[config.mk]
export PLATFORM = sky130hd
export DESIGN_NAME = scoreboard_display
export DESIGN_NICKNAME = d
export VERILOG_FILES = /design/src/rtl/scoreboard_pkg.sv /design/src/rtl/scoreboard_display_bin2bcd.sv /design/src/rtl/scoreboard_display.sv
export SDC_FILE = /design/constraint.sdc
export NUM_CORES = 1
export LEC_CHECK = 0
export CAP_MARGIN = 20
export CELL_PAD_IN_SITES_DETAIL_PLACEMENT = 0
export CELL_PAD_IN_SITES_GLOBAL_PLACEMENT = 1
export CORE_MARGIN = 3
export CORE_UTILIZATION = 50
export CTS_CLUSTER_DIAMETER = 50
export DETAILED_ROUTE_END_ITERATION = 10
export PLACE_DENSITY_LB_ADDON = 0.3
export SYNTH_ARGS = -nofsm -noshare
export SYNTH_HDL_FRONTEND = slang
export SYNTH_SLANG_ARGS = --single-unit
[constraint.sdc]
create_clock -name clk -period 3.5 [get_ports clk]
set_input_delay 0.7 -clock clk [delete_from_list [all_inputs] [get_ports clk]]
set_output_delay 0.7 -clock clk [all_outputs]
set_load 0.01 [all_outputs]
[src/rtl/scoreboard_pkg.sv]
// Shared constants and types for the scoreboard display: segment glyphs,
// BCD blank code, FSM states and display modes.
package scoreboard_pkg;

    localparam logic [7:0] GLYPH_0     = 8'hC0;
    localparam logic [7:0] GLYPH_1     = 8'hF9;
    localparam logic [7:0] GLYPH_2     = 8'hA4;
    localparam logic [7:0] GLYPH_3     = 8'hB0;
    localparam logic [7:0] GLYPH_4     = 8'h99;
    localparam logic [7:0] GLYPH_5     = 8'h92;
    localparam logic [7:0] GLYPH_6     = 8'h82;
    localparam logic [7:0] GLYPH_7     = 8'hF8;
    localparam logic [7:0] GLYPH_8     = 8'h80;
    localparam logic [7:0] GLYPH_9     = 8'h90;
    localparam logic [7:0] GLYPH_BLANK = 8'hFF;

    localparam logic [3:0] BCD_BLANK = 4'hF;

    typedef enum logic [1:0] {
        ST_IDLE,
        ST_CONV_A,
        ST_CONV_B,
        ST_COMMIT
    } state_t;

    typedef enum logic {
        MODE_COUNT,
        MODE_SCORE
    } mode_t;

    // Active-low segment pattern for one digit; a lit decimal point clears bit 7.
    function automatic logic [7:0] glyph(input logic [3:0] d, input logic dp);
        logic [7:0] g;
        case (d)
            4'd0:    g = GLYPH_0;
            4'd1:    g = GLYPH_1;
            4'd2:    g = GLYPH_2;
            4'd3:    g = GLYPH_3;
            4'd4:    g = GLYPH_4;
            4'd5:    g = GLYPH_5;
            4'd6:    g = GLYPH_6;
            4'd7:    g = GLYPH_7;
            4'd8:    g = GLYPH_8;
            4'd9:    g = GLYPH_9;
            default: g = GLYPH_BLANK;
        endcase
        if (dp) begin
            g[7] = 1'b0;
        end
        return g;
    endfunction

endpackage

[src/rtl/scoreboard_display_bin2bcd.sv]
// Sequential 8-bit double-dabble: one start pulse, eight shift cycles
// (the first on the start edge), then a one-cycle done pulse with bcd held.
module bin2bcd_seq (
    input  logic        clk,
    input  logic        rst_n,
    input  logic        start,
    input  logic [7:0]  bin,
    output logic        busy,
    output logic        done,
    output logic [11:0] bcd
);

    logic [19:0] sr_reg;
    logic [2:0]  cnt_reg;
    logic        busy_reg;
    logic        done_reg;
    logic [11:0] adj;

    genvar gi;
    generate
        for (gi = 0; gi < 3; gi++) begin : g_adj
            assign adj[gi*4 +: 4] = (sr_reg[8 + gi*4 +: 4] >= 4'd5)
                                  ? sr_reg[8 + gi*4 +: 4] + 4'd3
                                  : sr_reg[8 + gi*4 +: 4];
        end
    endgenerate

    always_ff @(posedge clk or negedge rst_n) begin
        if (!rst_n) begin
            sr_reg   <= '0;
            cnt_reg  <= '0;
            busy_reg <= 1'b0;
            done_reg <= 1'b0;
        end else begin
            done_reg <= 1'b0;
            if (start) begin
                // BCD field is all zero at load, so the first shift needs no adjust.
                sr_reg   <= {11'd0, bin, 1'b0};
                cnt_reg  <= 3'd1;
                busy_reg <= 1'b1;
            end else if (busy_reg) begin
                sr_reg  <= {adj, sr_reg[7:0]} << 1;
                cnt_reg <= cnt_reg + 3'd1;
                if (cnt_reg == 3'd7) begin
                    busy_reg <= 1'b0;
                    done_reg <= 1'b1;
                end
            end
        end
    end

    assign busy = busy_reg;
    assign done = done_reg;
    assign bcd  = sr_reg[19:8];

endmodule

[src/rtl/scoreboard_display.sv]
// 4-digit multiplexed 7-segment driver: countdown seconds or "LL.RR" scores.
// Optional macro SCORE_FLASH_EN flashes the whole display in score mode.
module scoreboard_display
    import scoreboard_pkg::*;
#(
    parameter int REFRESH_DIV = 100_000,
    parameter int FLASH_DIV   = 25_000_000
) (
    input  logic       clk,
    input  logic       rst_n,
    input  logic [7:0] time_left,
    input  logic [4:0] l_score,
    input  logic [4:0] r_score,
    output logic [3:0] an,
    output logic [7:0] seven
);

    localparam int SCAN_W = $clog2(REFRESH_DIV);
    localparam logic [SCAN_W-1:0] SCAN_LAST = SCAN_W'(REFRESH_DIV - 1);

    logic [SCAN_W-1:0] scan_cnt_reg;
    logic [1:0]        idx_reg;
    logic              frame_start;

    state_t      state_reg, state_next;
    mode_t       mode_reg;
    logic [7:0]  snap_a_reg, snap_b_reg;
    logic        kick_reg;
    logic [11:0] bcd_a_reg;
    logic [15:0] digit_reg;
    logic [3:0]  dp_reg;
    logic [3:0]  an_reg;
    logic [7:0]  seven_reg;

    logic        load_snap, capture_a, commit;
    logic        conv_start, conv_busy, conv_done;
    logic [7:0]  conv_bin;
    logic [11:0] conv_bcd;
    logic [15:0] digits_commit;
    logic [3:0]  dp_commit;
    logic        phase_on;

    assign frame_start = (scan_cnt_reg == SCAN_LAST) && (idx_reg == 2'd3);

    always_ff @(posedge clk or negedge rst_n) begin
        if (!rst_n) begin
            scan_cnt_reg <= '0;
            idx_reg      <= 2'd0;
        end else if (scan_cnt_reg == SCAN_LAST) begin
            scan_cnt_reg <= '0;
            idx_reg      <= idx_reg + 2'd1;
        end else begin
            scan_cnt_reg <= scan_cnt_reg + 1'b1;
        end
    end

    bin2bcd_seq u_bin2bcd (
        .clk   (clk),
        .rst_n (rst_n),
        .start (conv_start),
        .bin   (conv_bin),
        .busy  (conv_busy),
        .done  (conv_done),
        .bcd   (conv_bcd)
    );

    always_ff @(posedge clk or negedge rst_n) begin
        if (!rst_n) begin
            state_reg <= ST_IDLE;
        end else begin
            state_reg <= state_next;
        end
    end

    always_comb begin
        state_next = state_reg;
        load_snap  = 1'b0;
        capture_a  = 1'b0;
        commit     = 1'b0;
        conv_start = 1'b0;
        conv_bin   = snap_a_reg;
        case (state_reg)
            ST_IDLE: begin
                if (frame_start && !conv_busy) begin
                    load_snap  = 1'b1;
                    state_next = ST_CONV_A;
                end
            end
            ST_CONV_A: begin
                if (kick_reg) begin
                    conv_start = 1'b1;
                end else if (conv_done) begin
                    capture_a = 1'b1;
                    if (mode_reg == MODE_SCORE) begin
                        // Converter is reused back-to-back for the right score.
                        conv_start = 1'b1;
                        conv_bin   = snap_b_reg;
                        state_next = ST_CONV_B;
                    end else begin
                        state_next = ST_COMMIT;
                    end
                end
            end
            ST_CONV_B: begin
                if (conv_done) begin
                    state_next = ST_COMMIT;
                end
            end
            ST_COMMIT: begin
                commit     = 1'b1;
                state_next = ST_IDLE;
            end
            default: state_next = ST_IDLE;
        endcase
    end

    always_ff @(posedge clk or negedge rst_n) begin
        if (!rst_n) begin
            mode_reg   <= MODE_COUNT;
            snap_a_reg <= '0;
            snap_b_reg <= '0;
            kick_reg   <= 1'b0;
            bcd_a_reg  <= '0;
        end else begin
            kick_reg <= load_snap;
            if (load_snap) begin
                if (time_left == 8'd0) begin
                    mode_reg   <= MODE_SCORE;
                    snap_a_reg <= {3'b000, l_score};
                end else begin
                    mode_reg   <= MODE_COUNT;
                    snap_a_reg <= time_left;
                end
                snap_b_reg <= {3'b000, r_score};
            end
            if (capture_a) begin
                bcd_a_reg <= conv_bcd;
            end
        end
    end

    // Digit layout {d3,d2,d1,d0}; countdown blanks leading zeros, scores never do.
    always_comb begin
        digits_commit = {4{BCD_BLANK}};
        dp_commit     = 4'b0000;
        if (mode_reg == MODE_SCORE) begin
            digits_commit = {bcd_a_reg[7:0], conv_bcd[7:0]};
            dp_commit     = 4'b0100;
        end else begin
            digits_commit[3:0]  = bcd_a_reg[3:0];
            digits_commit[7:4]  = (bcd_a_reg[11:4] == 8'd0) ? BCD_BLANK : bcd_a_reg[7:4];
            digits_commit[11:8] = (bcd_a_reg[11:8] == 4'd0) ? BCD_BLANK : bcd_a_reg[11:8];
        end
    end

    always_ff @(posedge clk or negedge rst_n) begin
        if (!rst_n) begin
            digit_reg <= {4{BCD_BLANK}};
            dp_reg    <= 4'b0000;
        end else if (commit) begin
            digit_reg <= digits_commit;
            dp_reg    <= dp_commit;
        end
    end

`ifdef SCORE_FLASH_EN
    localparam int FLASH_W = $clog2(FLASH_DIV);
    localparam logic [FLASH_W-1:0] FLASH_LAST = FLASH_W'(FLASH_DIV - 1);

    logic [FLASH_W-1:0] flash_cnt_reg;
    logic               phase_on_reg;
    mode_t              disp_mode_reg;

    always_ff @(posedge clk or negedge rst_n) begin
        if (!rst_n) begin
            flash_cnt_reg <= '0;
            phase_on_reg  <= 1'b1;
            disp_mode_reg <= MODE_COUNT;
        end else begin
            if (commit) begin
                disp_mode_reg <= mode_reg;
            end
            if (commit && (mode_reg != disp_mode_reg)) begin
                flash_cnt_reg <= '0;
                phase_on_reg  <= 1'b1;
            end else if (disp_mode_reg == MODE_SCORE) begin
                if (flash_cnt_reg == FLASH_LAST) begin
                    flash_cnt_reg <= '0;
                    phase_on_reg  <= ~phase_on_reg;
                end else begin
                    flash_cnt_reg <= flash_cnt_reg + 1'b1;
                end
            end else begin
                flash_cnt_reg <= '0;
                phase_on_reg  <= 1'b1;
            end
        end
    end

    assign phase_on = phase_on_reg;
`else
    // Steady display: FLASH_DIV is always nonzero, so the phase stays on.
    assign phase_on = (FLASH_DIV != 0);
`endif

    always_ff @(posedge clk or negedge rst_n) begin
        if (!rst_n) begin
            an_reg    <= 4'b1111;
            seven_reg <= GLYPH_BLANK;
        end else begin
            an_reg    <= phase_on ? ~(4'b0001 << idx_reg) : 4'b1111;
            seven_reg <= glyph(digit_reg[idx_reg*4 +: 4], dp_reg[idx_reg]);
        end
    end

    assign an    = an_reg;
    assign seven = seven_reg;

endmodule

Word level (Yosys, flattened, before mapping)
Memory sizes are Yosys's and may differ from the RTL's. A register that Yosys moved wholly into a read port is not among the register bits.
Cells that the tools add are included.
{"block": "totals", "reg_bits": 105, "romBits": 112, "input_bits": 20, "out_inout_bits": 12, "elab_cells": 94, "memories": 1}
{"block": "classes", "add_sub_neg": 6, "order_cmp": 4, "eq_ne": 10, "n_shift": 2, "muxes": 44, "bitwise": 1, "reduce_logical": 10}
{"name": "(no name shown)", "depth": 16, "word_bits": 7, "rd": 1, "rd_clocked_by_memory_dff": 1, "wr": 0, "line_no": "scoreboard_pkg.sv:34", "rtl": "case (d)"}
{"op": "20-bit 2-to-1 mux", "n": 2}
{"op": "8-bit 2-to-1 mux", "n": 5}
{"op": "1-bit 2-to-1 mux", "n": 20}
{"op": "4-bit 2-to-1 mux", "n": 5}
{"op": "17-bit by 1-bit adder with 17-bit output (second input constant)", "n": 1}
{"op": "17-bit equality test (second input constant)", "n": 1}
{"op": "17-bit 2-to-1 mux", "n": 1}
{"op": "8-bit logical NOT", "n": 2}
{"op": "16-bit by 5-bit variable part select with 4-bit output", "n": 1}
{"op": "4-bit by 3-bit >= comparator with 1-bit output (second input constant)", "n": 3}
{"op": "12-bit 2-to-1 mux", "n": 1}
{"op": "3-bit 2-to-1 mux", "n": 4}
{"op": "4-bit by 2-bit adder with 4-bit output (second input constant)", "n": 2}
{"op": "2-bit 2-to-1 mux", "n": 4}
{"op": "2-bit one-hot mux with 4 select lines", "n": 1}
{"op": "2-bit equality test (second input constant)", "n": 3}
{"op": "4-bit logical NOT", "n": 1}
{"op": "2-bit by 1-bit != test with 1-bit output (second input constant)", "n": 2}
{"op": "2-bit != test (second input constant)", "n": 2}
{"op": "4-bit NOT", "n": 1}
{"op": "4-bit AND reduction", "n": 1}
{"op": "1-bit by 2-bit << shifter with 4-bit output (first input constant)", "n": 1}
{"op": "3-bit by 1-bit adder with 3-bit output (second input constant)", "n": 1}
{"op": "3-bit by 2-bit adder with 3-bit output (second input constant)", "n": 1}
{"op": "other kinds (9)", "n": 11}

Depth between registers and ports, before layout
Gate-level depths: netlist of the first run.
{"block": "depth", "ltp_word": 5, "ltp_mapped": 8, "mapped_depth_nobuf": 7}

Hierarchy
From an unflattened synthesis of the first run, not the netlist that was laid out.
{"block": "hier_totals", "cells_unflattened": 465, "area_unflattened_um2": 5158.7}
{"module": "scoreboard_display", "n_inst": 1, "cells_per_inst": 325, "area_per_inst_um2": 3783.6, "seq_area_each_um2": 1961.9}
{"module": "bin2bcd_seq", "n_inst": 1, "cells_per_inst": 140, "area_per_inst_um2": 1375.1, "seq_area_each_um2": 600.6}

Least setup slack after synthesis of the first run
No wires, ideal clock.
{"block": "synth_path", "path_kind": "register to register", "from": "reg idx_reg[0]", "to": "reg seven_reg[5] (netlist: seven[5])", "t_arrival_ns": 1.693, "required_ns": 3.419, "slack_ns": 1.726, "stages_incl_launch_ff": 8, "n_path_buf": 1, "path_cell_list": "dfrtp_1 -> buf_6 -> mux4_1 -> inv_1 -> ha_1 -> inv_1 -> o21ai_0 -> a21oi_1"}
{"block": "synth_between", "elab_chain_len": 1}
{"item": "start: declaration", "line_no": "scoreboard_display.sv:22", "rtl": "logic [1:0] idx_reg;"}
{"item": "start signal: assignment", "line_no": "scoreboard_display.sv:51", "rtl": "idx_reg <= idx_reg + 2'd1;"}
{"item": "16-bit by 5-bit variable part select with 4-bit output", "line_no": "scoreboard_display.sv:212", "rtl": "seven_reg <= glyph(digit_reg[idx_reg*4 +: 4], dp_reg[idx_reg]);"}
{"item": "end: declaration", "line_no": "scoreboard_display.sv:33", "rtl": "logic [7:0] seven_reg;"}
No other way between the ends.
A chain may end at the register's enable or synchronous reset.

Worst setup path after layout of the first run
{"block": "layout_path", "from": "reg scan_cnt_reg[0]", "to": "reg state_reg[1]"}
{"block": "layout_between", "elab_chain_len": 5}
{"item": "start: declaration", "line_no": "scoreboard_display.sv:21", "rtl": "logic [SCAN_W-1:0] scan_cnt_reg;"}
{"item": "start signal: assignment", "line_no": "scoreboard_display.sv:53", "rtl": "scan_cnt_reg <= scan_cnt_reg + 1'b1;"}
{"item": "17-bit equality test", "line_no": "scoreboard_display.sv:43", "rtl": "assign frame_start = (scan_cnt_reg == SCAN_LAST) && (idx_reg == 2'd3);"}
{"item": "1-bit logical AND", "line_no": "scoreboard_display.sv:43"}
{"item": "1-bit logical AND", "line_no": "scoreboard_display.sv:84", "rtl": "if (frame_start && !conv_busy) begin"}
{"item": "2-bit != test (no source line)"}
{"item": "4-bit AND reduction (no source line)"}
{"item": "end signal: assignment", "line_no": "scoreboard_display.sv:71", "rtl": "state_reg <= state_next;"}
{"item": "end: declaration", "line_no": "scoreboard_display.sv:25", "rtl": "state_t state_reg, state_next;"}
No other way between the ends.

==> out/qor.csv, run 1 <==
stage;metric;value;unit
floorplan;die_x;105;um
yosys;ys_async_sr_fraction;1.00;
grt;grt_max_degree;84;
grt;antenna_found_initial;0;
floorplan;start_util;0.523;
routing;vias;3313;
sta;hold_viol_final;0;
floorplan;pin_count;32;
sta;fin_hold_ws;0.256;ns
final_layout;area_growth;13.2;%
routing;viasPerCell;5.18;
sta;tightestPinTransition;0.928;ns
sta;slew_viol_final;0;
sta;skew;0.0146;ns
yosys;synthFlopType;dfrtp_1;
clock_network;cts_tree;built;
sta;setup_tns;0;ns
placement;gp_congestion;0.825;
yosys;synth-edff-count;0;
final_layout;post_route_cells_drive_above_1_share;0.131;
yosys;ys_warn_count;0;
routing;drcViolationCount;0;
final_layout;nets;549;
grt;grt.overflow.total;0;
floorplan;dieHeight;105;um
yosys;yosysMostFrequentCell;dfrtp_1;
critical_path;critical_path_arrival;2.53;ns
clock_network;holdBufCountCts;0;
routing;wl_per_cell;13.4;um
clock_network;cts-root-buf;clkbuf_8;
yosys;yosysTopAreaCellShare;0.371;
grt;grt_first_pass_wirelength;15500;um
pwr;peakVddDrop;211;uV
placement;port_buffers;31;
grt;grt_usage;0.172;
floorplan;die_area;11100;um2
sta;finalSetupViolCount;0;
critical_path;reg2reg_depth;6;
critical_path;startpoint_type;register;
floorplan;rows;35;
yosys;ys_ff_latch;101;
clock_network;clk_path_buf_depth;2;
final_layout;diodes;0;
critical_path;endpoint_kind;register;
yosys;yosys-top-cells-count;73 x dfrtp_1, 69 x nand2_1, 42 x o21ai_0;
routing;first_pass_iters;5;
sta;fin_crit_sh;0.648;
critical_path;criticalPathCategory;reg -> reg;
sta;final.min_clock_period;2.27;ns
critical_path;reg2reg_from;scan_cnt_reg[0];
critical_path;cp_max_fo;15;
yosys;syn_nets;523;
sta;max_freq;441;MHz
min_path;hold_path.class;in -> async;
sta;rsz0062_at_grt;false;
yosys;synth_area_per_cell;10.3;um2
pwr;p_leak;2.44;nW
clock_network;clkTransAtPathRegs;0.10;ns
clock_network;cts_buffers;9;
routing;detail-route-antenna-nets;0;
yosys;syn_area;4920;um2
critical_path;critPathRequiredTime;3.76;ns
yosys;syn_inst;480;
grt;grt_pass1_vias;3297;
critical_path;reg2reg_to;state_reg[1];
final_layout;largest_register_ffs;19;
clock_network;post_cts_buffers;0;
floorplan;core-area;9420;um2
clock_network;cts_resized;0;
outcome;status;complete, no violations;
yosys;synth_cell_type_count;48;
critical_path;ff2ff_setup_slack;1.23;ns
clock_network;clock_latency;0.37;ns
job;cap_violations;0;
yosys;synth_area_leaders;dfrtp_1 37%, dfstp_2 15%, ha_1 5.8%;
clock_network;cts.sinks;101;
sta;slew-limit-headroom;0.381;
pwr;p_per_area;365;nW/um2
placement;hpwlAfterDp;6080;um
routing;drt_iter0_markers;130;
routing;drt_wl_total;8570;um
yosys;ys_seq_area_frac;0.521;
yosys;yosysTopAreaCell;dfrtp_1;
clock_network;cts_max_level;3;
## metal layers
layer	GRT usage	wire, um
met2	0.283	4120
met4	0.0506	110
met5	0	0
met3	0.0429	265
met1	0.225	4070
## how the worst max path moves through the flow
stage	from	end	slack, ns	cells after the start
6_report	scan_cnt_reg[0]	state_reg[1]	1.23	6
5_1_grt	scan_cnt_reg[0]	state_reg[1]	1.01	6
4_1_cts	scan_cnt_reg[0]	state_reg[1]	1.23	6
3_5_place_dp	time_left[2]	snap_a_reg[2]	1.09	6
3_3_place_gp	time_left[2]	snap_a_reg[2]	1.15	6
2_1_floorplan	idx_reg[0]	seven[5]	1.73	7
## through the flow
step	power (mW)	std cells	instance area, um2	utilization	setup slack, ns
finish	2.03	640	5570	0.592	1.23
global route	2.13	640	5570	0.592	1.01
CTS	2.07	639	5540	0.589	1.23
detailed placement	1.24	623	5310	0.564	1.09
global placement	1.24	623	5310	0.564	1.15
floorplan	1.19	480	4920	-	1.73
## placed cells by master (no fill, tap or decap), types with 19 or more instances in the layout
master,instances
dfrtp_1,73
a21oi_1,28
inv_1,33
ha_1,23
dfstp_2,28
nor2_1,35
o21ai_0,42
mux2i_1,19
clkdlybuf4s50_1,30
nand2_1,69
## logic make-up after synthesis
family | Yosys count | share of synthesized area
AOI/OAI and AO/OA | 93 | 0.107
xor gates and xnor gates | 20 | 0.0356
adders and majority gates | 23 | 0.0585
buffers and inverters | 54 | 0.0475
DFF | 101 | 0.521
muxes | 35 | 0.0859
and+or+nand+nor | 154 | 0.145
## power by group
group          leakage, nW  switching, mW  internal (mW)
combinational         1.10         0.0274         0.0241
clock                0.118          0.377          0.438
sequential            1.22              0           1.17
total                 2.44          0.404           1.63
## critical path, stage by stage, from the launching register on
cell and delay (ns):
dfrtp_1 0.40, ha_1 0.22, nand3_1 0.14, nor4_2 0.25
and3b_1 0.58, a31o_2 0.26, mux2_1 0.31
## final cells by class
cell class,instances,area [um2]
Clock buffer,14,195
Timing Repair Buffer,36,365
Sequential cell,101,2560
Tap cell,129,161
Multi-Input combinational cell,325,2130
Inverter,33,124
Fill cell,797,3840
Clock inverter,2,36.3
Power figures use the tool's default switching activity.
==> inputs of run 2 (changes only) <==
Settings changed: CORE_UTILIZATION 50 to 42.
Clock period 3.5 ns to 1.95 ns, I/O delays scaled along.
==> run 2 against run 1 <==
Against the previous run:
- sequential share of layout area down 1.6 points
- cell count up 4.2%
- design area increased by 3.6%
- register-to-register slack got worse by 1.1 ns
- clock-buffer cell count shrank 4
- critical path type unchanged
==> out/qor.csv, run 2 (synthesis results as in run 1) <==
stage;metric;value;unit
floorplan;die_area;13100;um2
critical_path;cp_max_fo;3;
placement;gp_congestion;0.749;
critical_path;cp_num_cells;6;
grt;grt_max_degree;39;
sta;tightestPinTransition;0.534;ns
clock_network;cts_buffers;9;
clock_network;cts-root-buf;clkbuf_16;
final_layout;layout_commonest_cell;dfrtp_1;
clock_network;cts.sinks;101;
min_path;hold_path.class;in -> async;
sta;slew_viol_final;0;
critical_path;reg2reg_depth;6;
placement;port_buffers;31;
final_layout;nFillCells;1022;
final_layout;design_area;5770;um2
critical_path;cpPeakStageDelay;0.38;ns
sta;fin_crit_sh;0.945;
final_layout;post_route_cells_drive_above_1_share;0.169;
placement;dpl_cell_area;5460;um2
pwr;p_leak;2.53;nW
critical_path;crit_chain;ha_2 > nand3_2 > nor4_4 > and3b_2 > a31o_2 > mux2_1;
grt;antenna_found_initial;0;
clock_network;cts_tree;built;
sta;finalSetupViolCount;0;
sta;slew-limit-headroom;0.641;
placement;hpwlAfterDp;6730;um
grt;grt_first_pass_wirelength;16400;um
clock_network;clk_path_buf_depth;2;
outcome;status;complete, no violations;
critical_path;critical_path_arrival;2.06;ns
floorplan;start_util;0.442;
critical_path;cp_top_family;simple AND/OR/NAND/NOR gates;
final_layout;final_cell_mix;72 x dfrtp_1, 69 x nand2_1, 42 x o21ai_0;
sta;max_freq;543;MHz
grt;grt.overflow.total;0;
clock_network;clkTransAtPathRegs;0.07;ns
critical_path;critPathBufInv;0;
sta;skew;0.0120;ns
critical_path;slowest_stage;dfrtp_1;
routing;detail-route-antenna-nets;0;
sta;setup_tns;0;ns
floorplan;core-area;11100;um2
final_layout;nets;565;
pwr;peakVddDrop;369;uV
floorplan;dieHeight;114;um
floorplan;rows;38;
floorplan;pin_count;32;
grt;grt_pass1_vias;3463;
sta;rsz0062_at_grt;false;
floorplan;die_x;114;um
routing;viasPerCell;5.05;
routing;drt_iter0_markers;160;
grt;grt_usage;0.154;
critical_path;startpoint_type;register;
sta;hold_viol_final;0;
routing;wl_per_cell;14.0;um
sta;fin_hold_ws;0.00773;ns
final_layout;area_growth;17.3;%
sta;final.min_clock_period;1.84;ns
final_layout;diodes;0;
final_layout;largest_register_ffs;19;
clock_network;holdBufCountCts;0;
critical_path;critPathRequiredTime;2.16;ns
routing;drcViolationCount;0;
critical_path;endpoint_kind;register;
routing;vias;3371;
critical_path;criticalPathCategory;reg -> reg;
clock_network;clock_latency;0.34;ns
job;cap_violations;0;
clock_network;cts_max_level;3;
routing;first_pass_iters;4;
routing;drt_wl_total;9340;um
pwr;p_per_area;659;nW/um2
==> run 2: area by class of cell <==
type / count / area [um2] / area share
Clock inverter: 6 / 40.0 / 0.00694
Multi-Input combinational cell: 325 / 2150 / 0.372
Inverter: 33 / 124 / 0.0215
Timing Repair Buffer: 52 / 490 / 0.0850
Tap cell: 140 / 175 / 0.0303
Sequential cell: 101 / 2560 / 0.444
Clock buffer: 10 / 229 / 0.0397
==> run 2: power breakdown <==
part | internal, mW | switching (mW) | leakage (nW)
clock | 0.863 | 0.749 | 0.132
sequential | 2.10 | 0 | 1.22
combinational | 0.0429 | 0.0510 | 1.17
==> run 2: through the flow <==
stage,std cells,utilization,power (mW),setup slack [ns]
2_1_floorplan,480,-,2.14,0.176
3_3_place_gp,648,0.490,2.23,0.140
3_5_place_dp,648,0.490,2.23,0.0262
4_1_cts,664,0.515,3.86,0.0137
5_1_grt,667,0.519,3.96,0.00352
6_report,667,0.519,3.80,0.107
==> run 2: what timing repair did <==
item	4_1_cts	5_1_grt
endpoints found under the setup margin	0	5
buffers inserted	0	3
gates resized for setup	0	6
==> run 2: per-layer routing <==
layer  wire length [um]  global-route usage
met5                  0                   0
met4                138              0.0523
met3                212              0.0259
met2               4420               0.248
met1               4560               0.214
==> run 2: path summary, 6_finish.rpt <==
check | from | endpoint | slack [ns]
max | scan_cnt_reg[0] | state_reg[1] | 0.11
min | rst_n | scan_cnt_reg[8] | 0.008
max reg2reg | scan_cnt_reg[0] | state_reg[1] | 0.11
min reg2reg | dp_reg[2] | seven[7] | 0.45
max in group asynchronous | rst_n | seven[3] | 1.32
min in group clk | dp_reg[2] | seven[7] | 0.45
